File: src/rtl/sparse_pkg.sv
// Shared definitions for the sparse pair compactor: default number format
// and the controller state encoding.
package sparse_pkg;

  localparam int IL_DEF = 8;
  localparam int FL_DEF = 12;
  localparam int DW     = IL_DEF + FL_DEF;

  typedef enum logic [1:0] {
    IDLE = 2'd0,
    SCAN = 2'd1,
    DONE = 2'd2
  } state_t;

endpackage

File: src/rtl/sparse_elem_sel.sv
// Selects one DW-wide element from a packed N-element vector by index;
// an index at or beyond N yields zero.
module sparse_elem_sel #(
  parameter int DW = 20,
  parameter int N  = 16,
  parameter int IW = 5
) (
  input  logic [N*DW-1:0] i_vec,
  input  logic [IW-1:0]   i_idx,
  output logic [DW-1:0]   o_elem
);

  always_comb begin
    o_elem = '0;
    for (int k = 0; k < N; k++) begin
      if (i_idx == IW'(k)) begin
        o_elem = i_vec[k*DW +: DW];
      end
    end
  end

endmodule

File: src/rtl/sparse_pair_compactor.sv
// Walks a position mask one bit per cycle and packs matching
// (activation, weight) element pairs densely into the output vectors.
module sparse_pair_compactor
  import sparse_pkg::*;
#(
  parameter int IL  = IL_DEF,
  parameter int FL  = FL_DEF,
  parameter int N   = 16,
  parameter int LEN = 32
) (
  input  logic                     clk,
  input  logic                     reset,
  input  logic [N*(IL+FL)-1:0]     i_vec,
  input  logic [N*(IL+FL)-1:0]     w_vec,
  input  logic [LEN-1:0]           o_mask,
  input  logic [LEN-1:0]           xor_i_mask,
  input  logic [LEN-1:0]           xor_w_mask,
  input  logic                     in_valid,
  output logic                     in_ready,
  output logic [N*(IL+FL)-1:0]     oi_vec,
  output logic [N*(IL+FL)-1:0]     ow_vec,
  output logic [$clog2(N+1)-1:0]   o_count,
  output logic                     overflow,
  output logic                     out_valid,
  input  logic                     out_ready,
  output state_t                   o_dbg_state
);

  localparam int EW = IL + FL;
  localparam int CW = $clog2(N+1);
  localparam int MW = (LEN > 1) ? $clog2(LEN) : 1;
  localparam logic [CW-1:0] N_C    = CW'(N);
  localparam logic [MW-1:0] M_LAST = MW'(LEN-1);

  // Handshake: a transfer happens on a rising edge where valid and ready are
  // both high; in_ready is high only in IDLE, out_valid only in DONE, and
  // DONE holds every output stable until out_ready.

  state_t             r_state;
  logic [N*EW-1:0]    r_i_vec;
  logic [N*EW-1:0]    r_w_vec;
  logic [LEN-1:0]     r_omask;
  logic [LEN-1:0]     r_xi;
  logic [LEN-1:0]     r_xw;
  logic [MW-1:0]      r_m;
  logic [CW-1:0]      r_i;
  logic [CW-1:0]      r_w;
  logic [CW-1:0]      r_slot;
  logic [N*EW-1:0]    r_oi;
  logic [N*EW-1:0]    r_ow;
  logic               r_overflow;

  logic [EW-1:0]      w_i_elem;
  logic [EW-1:0]      w_w_elem;
  logic               w_hit;
  logic               w_pair_ok;
  logic [LEN-1:0]     w_above;
  logic               w_last;

  sparse_elem_sel #(.DW(EW), .N(N), .IW(CW)) u_sel_i (
    .i_vec  (r_i_vec),
    .i_idx  (r_i),
    .o_elem (w_i_elem)
  );

  sparse_elem_sel #(.DW(EW), .N(N), .IW(CW)) u_sel_w (
    .i_vec  (r_w_vec),
    .i_idx  (r_w),
    .o_elem (w_w_elem)
  );

  function automatic logic [CW-1:0] sat_inc(input logic [CW-1:0] v);
    return (v >= N_C) ? N_C : v + CW'(1);
  endfunction

  assign w_hit     = r_omask[r_m];
  assign w_pair_ok = (r_i < N_C) && (r_w < N_C) && (r_slot < N_C);
  // Early exit once no pair-producing position remains above the current one.
  assign w_above   = (r_omask >> r_m) >> 1;
  assign w_last    = (r_m == M_LAST) || (w_above == '0);

  always_ff @(posedge clk) begin
    if (reset) begin
      r_state    <= IDLE;
      r_i_vec    <= '0;
      r_w_vec    <= '0;
      r_omask    <= '0;
      r_xi       <= '0;
      r_xw       <= '0;
      r_m        <= '0;
      r_i        <= '0;
      r_w        <= '0;
      r_slot     <= '0;
      r_oi       <= '0;
      r_ow       <= '0;
      r_overflow <= 1'b0;
    end else begin
      case (r_state)
        IDLE: begin
          if (in_valid) begin
            r_i_vec    <= i_vec;
            r_w_vec    <= w_vec;
            r_omask    <= o_mask;
            r_xi       <= xor_i_mask;
            r_xw       <= xor_w_mask;
            r_m        <= '0;
            r_i        <= '0;
            r_w        <= '0;
            r_slot     <= '0;
            r_oi       <= '0;
            r_ow       <= '0;
            r_overflow <= 1'b0;
            r_state    <= SCAN;
          end
        end
        SCAN: begin
          if (w_hit) begin
            if (w_pair_ok) begin
              for (int k = 0; k < N; k++) begin
                if (r_slot == CW'(k)) begin
                  r_oi[k*EW +: EW] <= w_i_elem;
                  r_ow[k*EW +: EW] <= w_w_elem;
                end
              end
            end else begin
              r_overflow <= 1'b1;
            end
            r_i    <= sat_inc(r_i);
            r_w    <= sat_inc(r_w);
            r_slot <= w_pair_ok ? sat_inc(r_slot) : r_slot;
          end else begin
            if (r_xi[r_m]) r_i <= sat_inc(r_i);
            if (r_xw[r_m]) r_w <= sat_inc(r_w);
          end
          if (w_last) begin
            r_state <= DONE;
          end else begin
            r_m <= r_m + MW'(1);
          end
        end
        DONE: begin
          if (out_ready) r_state <= IDLE;
        end
        default: r_state <= IDLE;
      endcase
    end
  end

  assign in_ready    = (r_state == IDLE);
  assign out_valid   = (r_state == DONE);
  assign oi_vec      = r_oi;
  assign ow_vec      = r_ow;
  assign o_count     = r_slot;
  assign overflow    = r_overflow;
  assign o_dbg_state = r_state;

endmodule
File: config.mk
export PLATFORM = sky130hd
export DESIGN_NAME = sparse_pair_compactor
export DESIGN_NICKNAME = d
export VERILOG_FILES = /design/src/rtl/sparse_pkg.sv /design/src/rtl/sparse_elem_sel.sv /design/src/rtl/sparse_pair_compactor.sv
export SDC_FILE = /design/constraint.sdc
export NUM_CORES = 2
export LEC_CHECK = 0
export ABC_AREA = 1
export ABC_CLOCK_PERIOD_IN_PS = 5700
export CAP_MARGIN = 25
export CORE_AREA = 5 5 544 546
export DETAILED_ROUTE_END_ITERATION = 12
export DIE_AREA = 0 0 549 551
export PLACE_DENSITY_LB_ADDON = 0.05
export SLEW_MARGIN = 40
export SYNTH_ARGS = -nofsm -noshare
export SYNTH_HDL_FRONTEND = slang
export SYNTH_SLANG_ARGS = --single-unit
File: constraint.sdc
create_clock -name clk -period 5.7 [get_ports clk]
set_input_delay 1.71 -clock clk [delete_from_list [all_inputs] [get_ports clk]]
set_output_delay 1.71 -clock clk [all_outputs]
set_load 0.1 [all_outputs]
==> metrics <==
final setup fails 0; detailed placement HPWL 249,000 um; number of synthesized flops with an enable pin 0; final net count 9,496; final setup TNS 0 ns; Yosys reg bits 1,399; largest net degree at the start of global routing 198; final wirelength 338,000 um; CTS tree built; grt total ovfl 0; run status finished clean; antenna viol nets, final 0; Starting Density 19.3%; Combinational Power Share 34.0%; vias in the first global route 54,300; port bufs 1,389; Tot GR Track Use 21.3%; syn_nets 8,403; layout cells sized above 1 13.5%; synth top area cells dfxtp_1 50%, o21ai_0 14%, nor2_1 8.7%, a21oi_1 7.5%, nand2_1 5.4%; WL per Instance 26.4 um; min Tclk post-route 4.36 ns; Slew Limit Fails 0; worst setup margin 1.34 ns; die width 549 um; CP Class reg2reg; Post-route DRC 0; Core Rows 198; Final Cycle Share 76.4%; CTS Buf Count 185; worst vdd ir 0.276 mV; Reg clk slew, reported paths 0.06 ns; top post-synthesis cells by count 1,587 x o21ai_0, 1,399 x dfxtp_1, 1,294 x nor2_1; Clock Root Buffer clkbuf_16; area leader, netlist dfxtp_1; Worst setup EP type flop; GPL Wtd Cong 0.812; Area Overhead vs Synth 37.4%; Startpoint Class flop; multi-input logic area 0.0238 mm2; Hold Buf Count CTS 0; Worst slew margin 39.4%; post-CTS sizing 0; Clk pwr share 33.0%; later-pin clock latency in the skew report 0.85 ns; DRT Pass-1 Iters 5; pre-CTS WS 0.971 ns; data required time of the worst path 6.47 ns; core footprint 0.290 mm2; Power Density 464 mW/mm2; clk sinks 1,399; # IOs 1,390; synth unique cells 41; DIE HEIGHT 551 um; Synth Instances 7,646; P_leak 31.8 nW; Sw Share 43.1%; Int Power 20.3 mW; initial antenna violation count 153; most numerous cell in the Yosys netlist o21ai_0; Die Area 0.302 mm2; clk_skew 0.0482 ns; Worst Hold Class reg2reg; H-tree depth 4; Synth top area share 50.0%; crit path max fanout 13; WP data arrival 5.13 ns; Least-Margin Pin Slew 0.907 ns; FMAX 229 MHz; Final Hold Fails 0; Top FF cell, synth dfxtp_1; initial DRC count 4,272; first-pass GRT wire length 457,000 um; syn_area_per_cell 7.33 um2; via count 56,600; NetSw 15.4 mW; Synth Warn # 0; register area share after synthesis 50.0%; RSZ-0062 raised after global routing no; DR vias/cell 4.41; fill count 32,200; ys async rst share 0%; # Max-Cap Violations 0; Reg area 0.0280 mm2; Max clock buf depth 4; area of the mapped netlist 0.0560 mm2; setup bufs post-CTS 0; Reg power frac 33.0%
-- worst paths after layout --
check	from	endpoint	slack, ns	cells past startpoint
worst min register to register	r_w_vec[70]	r_w_vec[70]	0.45	2
worst max register to register	r_w[0]	ow_vec[32]	1.34	22
worst max-delay path	r_w[0]	ow_vec[32]	1.34	22
worst min-delay path	r_w_vec[70]	r_w_vec[70]	0.45	2
-- placed cells by master (no fill, tap or decap), types with 5 or more instances in the layout --
| master | Yosys | routed |
|---|---|---|
| clkbuf_16 | 0 | 189 |
| buf_2 | 94 | 589 |
| dfxtp_1 | 1399 | 1397 |
| a21oi_1 | 844 | 844 |
| clkinv_2 | 0 | 31 |
| nand3_1 | 356 | 355 |
| buf_4 | 28 | 168 |
| inv_2 | 13 | 11 |
| nor2_2 | 7 | 9 |
| o21ai_0 | 1587 | 1584 |
| clkbuf_1 | 477 | 45 |
| or2_0 | 5 | 5 |
| nor3b_1 | 8 | 8 |
| diode_2 | 0 | 54 |
| bufinv_16 | 0 | 5 |
| or2_2 | 35 | 35 |
| nand2_2 | 20 | 27 |
| mux2i_1 | 6 | 6 |
| clkdlybuf4s50_1 | 0 | 739 |
| inv_1 | 477 | 475 |
| buf_12 | 0 | 33 |
| nor2_1 | 1294 | 1291 |
| nor3_1 | 8 | 7 |
| o211ai_1 | 8 | 8 |
| clkinv_1 | 4 | 5 |
| o21ai_1 | 75 | 77 |
| nand4_1 | 12 | 12 |
| ha_1 | 17 | 17 |
| a21oi_4 | 7 | 11 |
| clkbuf_8 | 0 | 50 |
| nor2_4 | 4 | 5 |
| nand2_1 | 802 | 778 |
| o21a_1 | 5 | 5 |
| nand2_4 | 1 | 18 |
-- layout make-up --
| class | count | share of cell area (%) |
|---|---|---|
| clock inverters | 41 | 0.522 |
| flip-flops and latches | 1399 | 36.4 |
| clock buffers | 284 | 7.26 |
| inverters | 494 | 2.43 |
| repair buffers | 1531 | 16.0 |
| diodes | 54 | 0.176 |
| well taps | 3900 | 6.34 |
| multi-input cells | 5128 | 30.9 |
-- layer usage --
layer  vias to the layer above  part of all wire, %  global-route usage, %
met3                       445                  7.8                   6.39
li1                      27400                    -                      -
met5                         -                 0.20                      0
met4                       102                  2.6                   4.80
met1                     26900                   44                   27.3
met2                      1706                   46                   35.0
-- state kept, by name (all words and copies together) (netlist names) --
signal,flops
oi_vec,320
ow_vec,320
r_i_vec,320
r_w_vec,320
r_omask,32
r_xi,32
r_xw,32
o_count,5
r_i,5
r_m,5
r_w,5
o_dbg_state,2
overflow,1
-- worst max-delay path, cell delays in order (launching register included) --
cell     delay [ns]
dfxtp_1        0.36
inv_1          0.10
ha_1           0.15
nand2_1        0.20
nor2_2         0.63
buf_4          0.28
nand3_1        0.08
nand3_1        0.08
nand3_1        0.17
nand2_1        0.11
nand2_1        0.09
nand2_1        0.08
nand2_1        0.14
nand3_1        0.17
nand2_1        0.07
nand3_1        0.11
nand3_1        0.08
nand3_1        0.17
nand2_1        0.08
nand2_1        0.19
nand2_2        0.36
buf_4          0.37
a21oi_1        0.18
-- power groups by stage --
| stage | Sequential (mW) | Combinational [mW] | Clock [mW] |
|---|---|---|---|
| global placement | 12.0 | 12.9 | 0 |
| global route | 11.9 | 12.8 | 12.5 |
| finish | 11.8 | 12.1 | 11.8 |
| floorplan | 17.1 | 3.08 | 0 |
| CTS | 11.8 | 12.3 | 12.2 |
| detailed placement | 12.0 | 12.3 | 0 |
-- stage by stage --
step / util [%] / instance area (um2) / hold WS (ns) / total power [mW] / std cells
after floorplan: - / 56000 / 0.424 / 20.2 / 7646
after global placement: 25.4 / 73600 / 0.434 / 24.9 / 12500
after detailed placement: 24.4 / 70800 / 0.440 / 24.3 / 12500
after CTS: 26.5 / 76800 / 0.449 / 36.3 / 12800
after global routing: 26.5 / 76800 / 0.458 / 37.3 / 12800
final: 26.5 / 77000 / 0.447 / 35.7 / 12800
-- logic make-up (layout without fill, tap and decap cells) --
logic type      count (synthesis)  count (layout)  share of synthesized area, %
compound gates               2544            2544                          23.0
xor+xnor                        2               2                        0.0313
fa+ha+maj                      17              17                         0.380
buf+inv                      1119            2350                          7.92
mux                             6               6                         0.107
simple gates                 2559            2559                          18.5
flops                        1399            1399                          50.0
other cells                     0              54                             0
Note: power is estimated with default switching activity, not from simulation.
